==> src/rtl/sort_pkg.sv <==
// sort_pkg: shared constants, FSM states and RLE record type for the sort pipeline.
package sort_pkg;
  localparam int DEPTH = 16;
  localparam int DW = 8;
  localparam int AW = 4;
  localparam int CW = 5;
  typedef enum logic [2:0] {IDLE, FETCH, RUN, FLUSH, FIN} state_t;
  typedef struct packed {
    logic [DW-1:0] value;
    logic [CW-1:0] count;
  } rle_rec_t;
endpackage

==> src/rtl/rle_accum.sv <==
// rle_accum: current-run value/count pair with compare/emit logic.
// Order check built only with SORTED_RLE_CHECK_ORDER_EN.
module rle_accum
  import sort_pkg::*;
(
  input  logic          clk,
  input  logic          reset,
  input  logic          sample_i,
  input  logic          first_i,
  input  logic [DW-1:0] d_i,
  output logic          emit_o,
  output rle_rec_t      rec_o,
  output logic          err_o
);
  logic [DW-1:0] cur_q, cur_d;
  logic [CW-1:0] cnt_q, cnt_d;
  assign emit_o = sample_i && !first_i && d_i != cur_q;
  assign rec_o = '{value: cur_q, count: cnt_q};
`ifdef SORTED_RLE_CHECK_ORDER_EN
  assign err_o = sample_i && !first_i && d_i < cur_q;
`else
  assign err_o = 1'b0;
`endif
  always_comb begin
    cur_d = sample_i ? d_i : cur_q;
    cnt_d = !sample_i ? cnt_q : (first_i || d_i != cur_q) ? CW'(1) : cnt_q + 1'b1;
  end
  always_ff @(posedge clk or negedge reset) begin
    if (!reset) begin
      cur_q <= '0;
      cnt_q <= '0;
    end else begin
      cur_q <= cur_d;
      cnt_q <= cnt_d;
    end
  end
endmodule

==> src/rtl/sorted_rle.sv <==
// sorted_rle: run-length encodes the sorted RAM into {value,count} records.
// Optional SORTED_RLE_CHECK_ORDER_EN flags descending neighbours on sort_err.
module sorted_rle
  import sort_pkg::*;
(
  input  logic             clk,
  input  logic             reset,
  input  logic             start,
  output logic             SRAM_rd,
  output logic [AW-1:0]    SRAM_A,
  input  logic [DW-1:0]    SRAM_Q,
  output logic             ORAM_valid,
  output logic [AW-1:0]    ORAM_A,
  output logic [DW+CW-1:0] ORAM_D,
  output logic [CW-1:0]    uniq_cnt,
  output logic             done,
  output logic             sort_err
);
  state_t state_q, state_d;
  logic [AW-1:0] addr_q, addr_d, idx_q, idx_d, wr_q, wr_d, oa_q, oa_d;
  logic rd_q, rd_d, ov_q, ov_d, done_q, done_d, err_q, err_d;
  logic [CW-1:0] uniq_q, uniq_d;
  rle_rec_t od_q, od_d, rec;
  logic sample, first, emit, acc_err;
  rle_accum u_acc (
    .clk(clk), .reset(reset), .sample_i(sample), .first_i(first),
    .d_i(SRAM_Q), .emit_o(emit), .rec_o(rec), .err_o(acc_err)
  );
  assign SRAM_rd = rd_q;
  assign SRAM_A = addr_q;
  assign ORAM_valid = ov_q;
  assign ORAM_A = oa_q;
  assign ORAM_D = od_q;
  assign uniq_cnt = uniq_q;
  assign done = done_q;
  assign sort_err = err_q;
  always_comb begin
    state_d = state_q;
    addr_d = addr_q;
    rd_d = rd_q;
    idx_d = idx_q;
    wr_d = wr_q;
    ov_d = 1'b0;
    oa_d = oa_q;
    od_d = od_q;
    uniq_d = uniq_q;
    done_d = done_q;
    err_d = err_q | acc_err;
    sample = 1'b0;
    first = 1'b0;
    case (state_q)
      IDLE, FIN: begin
        // done_q gates FIN so a start on the FIN entry edge is ignored
        if (start && (state_q == IDLE || done_q)) begin
          done_d = 1'b0;
          uniq_d = '0;
          err_d = 1'b0;
          rd_d = 1'b1;
          addr_d = '0;
          wr_d = '0;
          state_d = FETCH;
        end else if (state_q == FIN) begin
          done_d = 1'b1;
          uniq_d = CW'(wr_q) + 1'b1;
        end
      end
      FETCH: begin
        addr_d = AW'(1);
        idx_d = '0;
        state_d = RUN;
      end
      RUN: begin
        sample = 1'b1;
        first = idx_q == '0;
        addr_d = addr_q == AW'(DEPTH-1) ? addr_q : addr_q + 1'b1;
        rd_d = addr_q != AW'(DEPTH-1);
        idx_d = idx_q + 1'b1;
        state_d = idx_q == AW'(DEPTH-1) ? FLUSH : RUN;
        if (emit) begin
          ov_d = 1'b1;
          oa_d = wr_q;
          od_d = rec;
          wr_d = wr_q + 1'b1;
        end
      end
      FLUSH: begin
        ov_d = 1'b1;
        oa_d = wr_q;
        od_d = rec;
        state_d = FIN;
      end
      default: state_d = IDLE;
    endcase
  end
  always_ff @(posedge clk or negedge reset) begin
    if (!reset) begin
      state_q <= IDLE;
      addr_q <= '0;
      rd_q <= 1'b0;
      idx_q <= '0;
      wr_q <= '0;
      ov_q <= 1'b0;
      oa_q <= '0;
      od_q <= '0;
      uniq_q <= '0;
      done_q <= 1'b0;
      err_q <= 1'b0;
    end else begin
      state_q <= state_d;
      addr_q <= addr_d;
      rd_q <= rd_d;
      idx_q <= idx_d;
      wr_q <= wr_d;
      ov_q <= ov_d;
      oa_q <= oa_d;
      od_q <= od_d;
      uniq_q <= uniq_d;
      done_q <= done_d;
      err_q <= err_d;
    end
  end
endmodule

==> config.mk <==
export PLATFORM = sky130hd
export DESIGN_NAME = sorted_rle
export DESIGN_NICKNAME = d
export VERILOG_FILES = /design/src/rtl/sort_pkg.sv /design/src/rtl/rle_accum.sv /design/src/rtl/sorted_rle.sv
export SDC_FILE = /design/constraint.sdc
export NUM_CORES = 1
export LEC_CHECK = 0
export BUFFER_PORTS_ARGS = -buffer_cell sky130_fd_sc_hd__buf_2
export CAP_MARGIN = 25
export CORE_AREA = 10 10 88 97
export CTS_CLUSTER_SIZE = 10
export DETAILED_ROUTE_END_ITERATION = 10
export DIE_AREA = 0 0 98 107
export REMOVE_ABC_BUFFERS = 1
export SLEW_MARGIN = 25
export SYNTH_ARGS = -nofsm -noshare
export SYNTH_HDL_FRONTEND = slang
export SYNTH_HIERARCHICAL = 1
export SYNTH_SLANG_ARGS = --single-unit
==> constraint.sdc <==
create_clock -name clk -period 4.3 [get_ports clk]
set_input_delay 0.645 -clock clk [delete_from_list [all_inputs] [get_ports clk]]
set_output_delay 0.645 -clock clk [all_outputs]
set_load 0.01 [all_outputs]
# Yosys cells after proc, flatten, opt, wreduce, memory -nomap -nowiden
# Cells that the tools add are included.
[op_classes]
magnitude_cmp = 0
n_div = 0
multipliers = 0
mux = 24
reduce_logical = 19
n_addsub = 5
n_shift = 0
bitwise_logic = 0
n_eq_ne = 11
[op_table]
columns = ["cell", "n"]
rows = [
  ["$pmux 13 s2", 1],
  ["$pmux 4 s2", 3],
  ["$mux 4", 4],
  ["$mux 5", 3],
  ["$mux 13", 1],
  ["$add 4x1->4 const B", 3],
  ["$pmux 3 s4", 1],
  ["$pmux 4 s3", 1],
  ["$eq 4x4->1 const B", 2],
  ["$ne 8x8->1", 1],
  ["$reduce_bool 2->1", 4],
  ["$mux 1", 7],
  ["$eq 3x2->1 const B", 2],
  ["$ne 2x2->1 const B", 3],
  ["$reduce_and 2->1", 3],
  ["$reduce_and 3->1", 2],
  ["$add 4x1->5 const B", 1],
  ["$add 5x1->5 const B", 1],
  ["$logic_not 4->1", 1],
  ["$ne 4x4->1 const B", 1],
  ["$pmux 1 s2", 2],
  ["$eq 3x1->1 const B", 1],
  ["$eq 3x3->1 const B", 1],
  ["$logic_and 1x1->1", 3],
  ["other kinds (6)", 7],
]
[word_totals]
word_cells = 72
output_inout_bits = 30
latch_bits = 0
mem_bits_rw = 0
n_memories = 0
register_bits = 53
romBits = 0
in_bits = 11

# Depth between registers and ports, before layout
[logic_depth]
ltp_word = 7
depth_mapped = 11
mapped_depth_nobuf = 7

# Hierarchy
# The synthesis kept the hierarchy.
[modules_own_cells]
columns = ["module", "seq_area_each_um2", "area_each_um2", "n_inst", "cells_each"]
rows = [
  ["sorted_rle", 1026.0, 1846.8, 1, 148],
  ["rle_accum", 325.3, 700.7, 1, 57],
]

# Worst setup path after synthesis
# No wires, ideal clock.
[synth_timing]
kind = "register to register"
start = "register state_q[0]"
end = "register oa_q[0] (netlist: ORAM_A[0])"
setup_time_ps = 125
period_less_slack_ps = 2554
stages_incl_launch_ff = 10
t_required_ps = 4175
path_slack_ps = 1746
arrival_ps = 2430
path_buffers = 4
path_cell_list = "dfrtp_1 buf_2 or3b_1 buf_6 nor4b_1 a211oi_1 o211a_1 buf_4 buf_2 mux2_2"
[synth_via]
elab_chain_len = 7
elab_cells_between_ends = 11
classes_between = "3 x eq/ne; 3 x mux; 5 x reduce/logical"
[synth_rtl]
columns = ["element", "line_no", "rtl"]
rows = [
  ["from (decl)", "sorted_rle.sv:19", "state_t state_q, state_d;"],
  ["from (signal assigned)", "sorted_rle.sv:109", "state_q <= state_d;"],
  ["$eq 3x2->1", "sorted_rle.sv:51", "case (state_q)"],
  ["$mux 1", "sorted_rle.sv:51", ""],
  ["named net first", "sorted_rle.sv:24", "logic sample, first, emit, acc_err;"],
  ["$logic_not 1->1", "rle_accum.sv:17", "assign emit_o = sample_i && !first_i && d_i != cur_q;"],
  ["$logic_and 1x1->1 (2 in series)", "rle_accum.sv:17", ""],
  ["named net emit", "sorted_rle.sv:24", ""],
  ["$ne 2x2->1 (no source line)", "--", ""],
  ["$reduce_and 2->1 (no source line)", "--", ""],
  ["to (signal assigned)", "sorted_rle.sv:103", "oa_q <= '0;"],
  ["to (signal assigned)", "sorted_rle.sv:115", "oa_q <= oa_d;"],
  ["to (decl)", "sorted_rle.sv:20", "logic [AW-1:0] addr_q, addr_d, idx_q, idx_d, wr_q, wr_d, oa_q, oa_d;"],
]
# The timed path passes the listed nets, and every way through them passes these cells.
# A chain may end at the register's enable or synchronous reset.

# Final worst setup path
[layout_timing]
start = "register state_q[2]"
end = "register od_q (netlist bit ORAM_D[1])"
[layout_via]
elab_chain_len = 7
elab_cells_between_ends = 11
classes_between = "3 x eq/ne; 3 x mux; 5 x reduce/logical"
[layout_rtl]
columns = ["element", "line_no", "rtl"]
rows = [
  ["$eq 3x2->1", "sorted_rle.sv:51", ""],
  ["$mux 1", "sorted_rle.sv:51", ""],
  ["named net first", "sorted_rle.sv:24", ""],
  ["$logic_not 1->1", "rle_accum.sv:17", ""],
  ["$logic_and 1x1->1 (2 in series)", "rle_accum.sv:17", ""],
  ["named net emit", "sorted_rle.sv:24", ""],
  ["$ne 2x2->1 (no source line)", "--", ""],
  ["$reduce_and 2->1 (no source line)", "--", ""],
  ["to (signal assigned)", "sorted_rle.sv:104", "od_q <= '0;"],
  ["to (signal assigned)", "sorted_rle.sv:116", "od_q <= od_d;"],
  ["to (decl)", "sorted_rle.sv:23", "rle_rec_t od_q, od_d, rec;"],
]
# The timed path passes the listed nets, and every way through them passes these cells.

==> results.toml <==
[placement]
place_congestion = 0.753
port_buffers = 40
placed_cell_area_sq_mm = 0.00278
place_inst = 319
hpwl_microns = 3430

[pwr]
leakage_nw = 1.34
power.density_mw_per_mm2 = 644
vdd_drop_max_mv = 0.277

[setup_path]
cp.depth = 5
end_kind = "flop"
crit_path_start = "state_q[2]$_DFFE_PN0P_"
worst_setup_path_start_kind = "flop"
r2r_slack_ps = 1290
endpoint = "ORAM_D[1]$_DFFE_PN0P_"
crit_chain = "or3b_1, nor4b_1, a211oi_1, o211a_1, mux2_2"
path_class = "flop to flop"
crit_fanout = 18
crit_arrival_ps = 3200
critical-path-top-delay-family = "simple AND/OR/NAND/NOR gates"
r2r_end = "ORAM_D[1]$_DFFE_PN0P_"
required_ps = 4490
crit_slowest_cell = "nor4b_1"
reg2reg_depth = 5
max_stage_delay_ps = 770
cp_num_buf_inv = 0
regToRegStartpoint = "state_q[2]$_DFFE_PN0P_"

[synth]
synthArstFlopShare_pct = 100
ys_seq_area_share_pct = 53.0
syn_inst = 205
ys_warn_count = 6
synthFlopType = "dfrtp_1"
synth_top_area_share_pct = 53.0
yosys.cell_types.count = 51
yosysTopAreaCell = "dfrtp_1"
syn_area_per_cell_sq_um = 12.4
synth_edf_count = 0
yosys-top-cells-count = "54 x dfrtp_1, 23 x mux2_2, 11 x inv_1"
yosysMostFrequentCell = "dfrtp_1"
ys_ff_latch = 54
ys_top_cells_by_area = "dfrtp_1 53%, mux2_2 10%, xor2_1 3.4%, ha_1 2.5%, nand3_1 2.0%"
synthesis.area_sq_mm = 0.00255

[global_routing]
antenna_found_initial = 0
grt.total_usage_pct = 9.13
grt_max_degree = 55
grt_pass1_vias = 1665
grt_pass1_wl_microns = 8160
grt-ovfl-total = 0

[die]
die_x_microns = 98
io_pins = 41
core-area_sq_mm = 0.00656
fp-row-count = 31
start_util_pct = 38.9
die_area_sq_mm = 0.0105
die_h_microns = 107

[detailed_routing]
post_drt_wl_per_cell_microns = 14.5
vias = 1657
antenna_left = 0
drtPass1Iterations = 4
routed_wl_microns = 4750
drc = 0
vias_per_cell = 5.07
drtIter0Drc = 42

[final_layout]
drive_gt1_share_pct = 33.5
instances_no_fill = 327
layout.area.seq_sq_mm = 0.00135
multi_input_area_sq_mm = 0.00107
design_area_sq_mm = 0.00289
fill_cells = 615
antennaDiodeCount = 0
nNetsFinal = 260
layout-area-overhead-vs-synth_pct = 13.3

[clock_tree]
cts_resized = 0
cts_tree = "built"
clk_pin_slew_ps = 90
postCtsHoldBufs = 0
cts_max_path_buffers = 2
cts_setup_buffers = 0
htreeDepth = 2
cts_sinks = 54
cts_root_buf = "clkbuf_8"
insertion_delay_ps = 300
cts_buffers = 5

[job]
cap_violations = 0

[timing]
fmax_ghz = 0.333
worst_pin_slew_ps = 828
max_slew_margin_pct = 44.0
rsz0062_at_grt = "false"
finalHoldViolations = 0
fin_skew_ps = 4.25
setup_tns_ps = 0
slew_viol_final = 0
final-setup-viol-count = 0
fin_crit_sh_pct = 69.9
min_period_ps = 3010

[outcome]
status = "completed"

[hold_path]
hold_path_class = "primary input to async pin"
registers in the layout (all words and copies together) (netlist names):
signal,cells
SRAM_A,4
idx_q,4
ORAM_A,4
wr_q,4
u_acc/cnt_q,5
u_acc/cur_q,8
ORAM_valid,1
ORAM_D,13
SRAM_rd,1
sort_err,1
done,1
state_q,3
uniq_cnt,5
report_power, final:
part,switching [mW],leakage [nW],internal (mW)
clock network,0.161,0.0544,0.148
logic,0.386,0.595,0.349
registers,0.142,0.687,0.674
routing by layer:
metal | vias up | global-route usage [%] | routed length [microns]
met2 | 36 | 13.8 | 2160
met5 | - | 0 | 0
met3 | 6 | 3.79 | 288
met4 | 0 | 2.49 | 48
li1 | 812 | - | -
met1 | 803 | 11.7 | 2260
cell usage in the layout (no fill, tap or decap), types with 7 or more instances in the layout:
cell and instances:
inv_1 11, clkbuf_8 7, o21ai_0 7, nand2_1 10
mux2_2 23, nand3_1 10, xor2_1 10, buf_2 40
dfrtp_1 54
metrics by stage:
stage               utilization (%)  hold WS [ps]  power (mW)  worst slack, ps
finish                         44.0           456        1.86             1290
global route                   44.0           501        2.01              948
CTS                            44.0           474        1.89             1270
detailed placement             42.4           467        1.58             1260
global placement               42.4           459        1.57             1330
floorplan                         -           349        1.34             1800
cell families after synthesis:
group	synth area share, %
adders and majority gates	2.46
other	0.147
xor gates and xnor gates	4.47
AOI/OAI and AO/OA	12.0
and+or+nand+nor	10.3
muxes	12.6
DFF	53.0
buffers and inverters	4.96
worst min path at each step:
stage | end | cells after the start
final | ORAM_D[11]$_DFFE_PN0P_ | 2
after global routing | u_acc/cur_q[6]$_DFFE_PN0P_ | 2
after CTS | ORAM_D[11]$_DFFE_PN0P_ | 2
after detailed placement | sort_err$_DFF_PN0_ | 1
after global placement | sort_err$_DFF_PN0_ | 1
after floorplan | ORAM_A[0]$_DFFE_PN0P_ | 0
layout make-up:
class	instances	area share, %
well taps	82	3.55
multi-input cells	130	37.1
inverters	12	1.73
clock buffers	7	3.34
flip-flops and latches	54	46.8
repair buffers	41	7.20
clock inverters	1	0.303
No activity file was read; power rests on OpenSTA's default activity.
